[src/rtl/registro_universal_n.sv]
`default_nettype none
// ============================================================================
// registro_universal_n : N-bit universal shift register with multi-step runs
// Optional rotate modes via SHREG_ROTATE_EN.    Revision: 1.0
// ============================================================================
module registro_universal_n #(
  parameter int                WIDTH     = 8,
  parameter logic [WIDTH-1:0]  RESET_VAL = '1,
  parameter int                CNT_W     = $clog2(WIDTH) + 1
) (
  input  logic             clock,
  input  logic             reset,
  input  logic             en,
  input  logic [2:0]       mode,
  input  logic             sr_in,
  input  logic             sl_in,
  input  logic [WIDTH-1:0] p_in,
  input  logic             start,
  input  logic             dir,
  input  logic [CNT_W-1:0] amount,
  output logic [WIDTH-1:0] q,
  output logic             so_r,
  output logic             so_l,
  output logic             busy,
  output logic             done
);

  typedef enum logic [0:0] {IDLE = 1'b0, RUN = 1'b1} state_t;

  localparam logic [CNT_W-1:0] MAX_STEPS = CNT_W'(WIDTH);

  state_t           state;
  logic [CNT_W-1:0] cnt;
  logic             dir_r;
  logic [WIDTH-1:0] q_op;
  logic [WIDTH-1:0] q_step;
  logic [CNT_W-1:0] amt_clamped;

  assign so_r = q[0];
  assign so_l = q[WIDTH-1];
  assign busy = (state == RUN);

  assign amt_clamped = (amount > MAX_STEPS) ? MAX_STEPS : amount;
  assign q_step      = dir_r ? {q[WIDTH-2:0], sl_in} : {sr_in, q[WIDTH-1:1]};

  always_comb begin
    q_op = q;
    case (mode)
      3'b001:  q_op = {sr_in, q[WIDTH-1:1]};
      3'b010:  q_op = {q[WIDTH-2:0], sl_in};
      3'b011:  q_op = p_in;
`ifdef SHREG_ROTATE_EN
      3'b100:  q_op = {q[0], q[WIDTH-1:1]};
      3'b101:  q_op = {q[WIDTH-2:0], q[WIDTH-1]};
`endif
      3'b110:  q_op = {q[WIDTH-1], q[WIDTH-1:1]};
      default: q_op = q;
    endcase
  end

  // done defaults low every edge so it can only ever be a one-cycle pulse
  always_ff @(posedge clock or posedge reset) begin
    if (reset) begin
      q     <= RESET_VAL;
      state <= IDLE;
      cnt   <= '0;
      dir_r <= 1'b0;
      done  <= 1'b0;
    end else begin
      done <= 1'b0;
      if (en) begin
        case (state)
          IDLE: begin
            if (start) begin
              cnt   <= amt_clamped;
              dir_r <= dir;
              state <= RUN;
            end else begin
              q <= q_op;
            end
          end
          RUN: begin
            if (cnt != '0) begin
              q   <= q_step;
              cnt <= cnt - CNT_W'(1);
            end else begin
              state <= IDLE;
              done  <= 1'b1;
            end
          end
          default: state <= IDLE;
        endcase
      end
    end
  end

endmodule
`default_nettype wire

[config.mk]
export PLATFORM = sky130hd
export DESIGN_NAME = registro_universal_n
export DESIGN_NICKNAME = d
export VERILOG_FILES = /design/src/rtl/registro_universal_n.sv
export SDC_FILE = /design/constraint.sdc
export NUM_CORES = 1
export LEC_CHECK = 0
export CAP_MARGIN = 15
export CORE_AREA = 2 2 75 59
export DETAILED_ROUTE_END_ITERATION = 7
export DIE_AREA = 0 0 77 61
export GPL_TIMING_DRIVEN = 0
export SLEW_MARGIN = 20
export SYNTH_ARGS = -nofsm -noshare
export SYNTH_HDL_FRONTEND = slang
export SYNTH_SLANG_ARGS = --single-unit
[constraint.sdc]
create_clock -name clock -period 2.5 [get_ports clock]
set_input_delay 0.75 -clock clock [delete_from_list [all_inputs] [get_ports clock]]
set_output_delay 0.75 -clock clock [all_outputs]
set_load 0.01 [all_outputs]
==> Word level (Yosys, flattened, before mapping) <==
Index checks and enable logic that the tools add are counted.
{ "totals": {"ff_bits": 15, "latchBits": 0, "ramBits": 0, "mem_bits_ro": 0, "input_bits": 22, "output_inout_bits": 12, "memories": 0} }
{ "op_classes": {"n_addsub": 1, "multipliers": 0, "n_div": 0, "order_cmp": 1, "n_eq_ne": 10, "n_shift": 0, "n_mux": 15, "bitwise_logic": 1, "n_reduce_logical": 5} }
{ "op_table": {"columns": ["cell", "n"], "rows": [
  ["8-bit one-hot mux with 4 select lines", 1],
  ["8-bit 2-to-1 mux", 3],
  ["8-bit one-hot mux with 2 select lines", 1],
  ["4-bit 2-to-1 mux", 3],
  ["4-bit one-hot mux with 2 select lines", 1],
  ["3-bit by 2-bit equality test with 1-bit output, second input constant", 2],
  ["2-bit != test, second input constant", 3],
  ["3-bit AND reduction", 2],
  ["1-bit 2-to-1 mux", 5],
  ["5-bit by 1-bit != test with 1-bit output, second input constant", 1],
  ["5-bit AND reduction", 1],
  ["4-bit greater-than comparator, second input constant", 1],
  ["4-bit by 1-bit != test with 1-bit output, second input constant", 1],
  ["4-bit AND reduction", 1],
  ["4-bit nonzero test", 1],
  ["4-bit by 1-bit subtractor with 4-bit output, second input constant", 1],
  ["3-bit by 1-bit equality test with 1-bit output, second input constant", 1],
  ["3-bit equality test, second input constant", 1],
  ["2-bit by 1-bit != test with 1-bit output, second input constant", 1],
  ["1-bit one-hot mux with 2 select lines", 1],
  ["1-bit NOT", 1]
]} }

==> Logic depth before layout (Yosys ltp) <==
{ "depth": {"word_depth": 4, "depth_mapped": 7, "depth_no_buf": 6} }

==> Worst setup path after synthesis <==
OpenSTA, ideal clock, no wires.
{ "synth_timing": {"path_type": "input to register", "startpoint": "input mode[0]", "endpoint": "register q[2]", "setup_ns": 0.105, "arrival_ns": 1.674, "setup_slack_ns": 0.721, "stages": 4, "path_buffers": 1, "cell_sequence": "buf_2 mux2i_4 o21ai_1 a222oi_1"} }
{ "synth_between": {"elab_chain_cells": 4} }
{ "synth_lines": {"columns": ["element", "line", "text"], "rows": [
  ["start, declared", "14", "input logic [2:0] mode,"],
  ["3-bit equality test, or another cell as far along", "48", "case (mode)"],
  ["8-bit one-hot mux with 4 select lines", "48", null],
  ["8-bit 2-to-1 mux", "74", "if (start) begin"],
  ["8-bit one-hot mux with 2 select lines", "72", "case (state)"],
  ["end signal, assigned", "79", "q <= q_op;"],
  ["end signal, assigned", "84", "q <= q_step;"],
  ["end, declared", "21", "output logic [WIDTH-1:0] q,"]
]} }
Several ways; a longest one is shown, not always the timed one. The select of a mux whose other input is x is not followed.
A chain may end at the register's enable or synchronous reset.

==> Final worst setup path <==
{ "layout_timing": {"startpoint": "register q[0]", "endpoint": "output q[0]"} }
No word-level cell between the ends.

==> impl_metrics.ini <==
[global_routing]
met1_usage_pct = 19.10
grt_util_met2_pct = 18.42
grt_overflow = 0
grt_use_met3_pct = 2.381
grt_max_degree = 16
antenna_found_initial = 0
grt_pass1_vias = 973
grt_pass1_wl_mm = 4.719
top_usage_layer = met1
grt_usage_pct = 12.66

[floorplan]
die_area_um2 = 4697
die_x_um = 77
coreArea_um2 = 3954
initial_core_util_pct = 28.96
ios = 34
fp.dieH_um = 61
row_count = 20

[worst_setup_path]
cp.arrival_ns = 1.46
criticalPathCategory = reg -> out
cpMaxStageDelayCell = dfstp_2
crit_required_ns = 1.75
rr_endpoint = q[3]$_DFFE_PP1P_
cp_slowest_stage_delay_ns = 0.58
reg2regPathDepth = 6
cp_max_fo = 6
crit_path_end_kind = primary output
critical_path.cell_chain = buf_4 -> clkdlybuf4s50_1
r2r_setup_slack_ns = 0.82
start_kind = flop
r2r_start = cnt[0]$_DFFE_PP0P_

[yosys]
async_flop_share_pct = 100.0
synth_area_um2 = 1145
synth_edf_count = 0
synth_cell_type_count = 38
synth_top_family_by_area = compound AO/OA/AOI/OAI gates
synthFlopType = dfstp_2
synthTopCellsByArea = dfstp_2 18%, dfrtp_1 15%, mux2_2 6.9%
synth_compound_area_share_pct = 20.98
synth_area_per_cell_um2 = 9.159
synth_area_leader_cell = dfstp_2
yosys_warnings = 0
synth-seq-cells = 15
yosysSeqAreaShare_pct = 33.66
postSynthCellCount = 125
synthMuxAreaShare_pct = 14.10
yosys.area_share.xor_xnor_pct = 0.7650
synth_top_area_share_pct = 18.36
synth-simple-area-share_pct = 19.67
synthAdderAreaFrac_pct = 1.093
syn-num-nets = 148

[clocking]
cts_sinks = 15
cts_buffer_depth = 2
cts_buffers = 3
cts_root_buf = clkbuf_8
worstSkewPairLatency_ns = 0.25
cts_setup_buffers = 0
htreeDepth = 1
cts_tree = done
cts_resized = 0
cts_hold_buffers = 0
path_clk_slew_ns = 0.06

[power_and_ir_drop]
leakagePower_nw = 0.6592
max-vdd-ir-drop_v = 0.0003885
power_density_nw_per_um2 = 971.7

[layout]
final_cell_mix = 32 x clkdlybuf4s50_1, 12 x inv_1, 10 x nand2_1
antennaDiodeCount = 0
ff_latch_area_um2 = 385.4
area_delta_synth_final_pct = 37.92
nFillCells = 426
finalNetCount = 185
drive_gt1_share_pct = 19.88
multi_input_area_um2 = 648.1
final_common_cell = clkdlybuf4s50_1

[drt]
first_pass_iters = 4
via_per_inst = 5.005
dr_total_vias = 1081
ant_nets = 0
routed_wl_mm = 2.925
wl_per_cell_um = 13.54
drtIter0Drc = 81
drc_errors = 0

[timing]
finalCritPeriodShare_pct = 88.40
rsz0062_at_grt = false
drv_slew = 0
hold_viol_final = 0
tns_ns = 0
fmax_ghz = 0.4525
finalWorstSetupSlack_ns = 0.2901
setup_viol = 0
worst_pin_slew_ns = 0.5751
finalClockSkew_ns = 0.001550
finalWorstPathRequiredPeriod_ns = 2.210
max_slew_margin_pct = 61.61

[placed_design]
gp_congestion = 0.8546
post-dp-hpwl_mm = 2.187
dp_worst_setup_slack_ns = 0.1623
portBuffers = 32

[status]
status = complete, no violations

[min_path]
min_to = cnt[1]$_DFFE_PP0P_
hold_class = reg -> reg
whs_path_depth = 2
worstHoldStart = cnt[1]$_DFFE_PP0P_

[run]
cap_violations = 0
==> critical path, delay by kind of cell, from the launching register on <==
family	cells	cell delay, ns
buffers and inverters	2	0.64
DFF	1	0.58
==> worst max path at each step <==
stage                                 from          endpoint  slack (ns)
after detailed placement           mode[1]  q[6]$_DFFE_PP1P_        0.16
after CTS                 q[0]$_DFFE_PP1P_              q[0]        0.29
after global placement             mode[2]  q[6]$_DFFE_PP1P_        0.16
after global routing      q[0]$_DFFE_PP1P_              q[0]        0.26
after floorplan                    mode[0]  q[2]$_DFFE_PP1P_        0.72
final                     q[0]$_DFFE_PP1P_              q[0]        0.29
==> report_power, final <==
part / leakage [nW] / internal, mW / switching [mW] / total, mW
combinational: 0.466 / 0.452 / 0.354 / 0.806
sequential: 0.170 / 0.397 / 0.132 / 0.529
clock: 0.0228 / 0.113 / 0.0865 / 0.199
total: 0.659 / 0.963 / 0.572 / 1.53
==> layer usage <==
metal  vias up  wire length [µm]  share of wire, %
li1        530                 -                 -
met1       509              1546                53
met2        38              1150                39
met3         4               192               6.6
met4         0                34               1.2
met5         -                 0                 0
==> Yosys cell counts, drive strengths merged, types with 2 or more instances <==
| cell | n |
|---|---|
| a211oi | 2 |
| nor2 | 5 |
| nor3b | 3 |
| a222oi | 4 |
| inv | 12 |
| dfstp | 8 |
| a21oi | 2 |
| nor2b | 2 |
| and3 | 2 |
| o21ai | 10 |
| clkbuf | 2 |
| dfrtp | 7 |
| nand2 | 10 |
| o211a | 3 |
| nand2b | 2 |
| mux2i | 7 |
| mux2 | 7 |
| nor3 | 5 |
| nand3 | 2 |
| buf | 9 |
| a31oi | 2 |
| o22ai | 3 |
| nand4 | 3 |
| o211ai | 4 |
==> cell families after synthesis <==
kind of cell             after synthesis
buffers and inverters                 23
XOR/XNOR                               1
flip-flops                            15
AND/OR/NAND/NOR                       37
adder cells (fa/ha/maj)                1
multiplexers                          14
AO/OA/AOI/OAI                         34
==> cell type report <==
class	count	area share (%)
Timing Repair Buffer	32	20.29
Inverter	12	2.853
Buffer	11	4.200
Sequential cell	15	24.41
Tap cell	55	4.358
Clock buffer	4	2.853
Multi-Input combinational cell	87	41.05
==> stage by stage <==
stage / total power [mW] / area, µm² / util [%] / instances / hold WS [ns]
global placement: 1.328 / 1534 / 38.80 / 212 / 0.5015
detailed placement: 1.333 / 1534 / 38.80 / 212 / 0.5064
CTS: 1.538 / 1579 / 39.94 / 216 / 0.5249
global route: 1.639 / 1579 / 39.94 / 216 / 0.5771
finish: 1.534 / 1579 / 39.94 / 216 / 0.5157
floorplan: 1.016 / 1145 / - / 125 / 0.4720
==> sequential cells by signal (all words and copies together), names as in the netlist <==
| register | cells |
|---|---|
| done | 1 |
| cnt | 4 |
| dir_r | 1 |
| q | 8 |
| busy | 1 |
No activity file was read; power rests on OpenSTA's default activity.
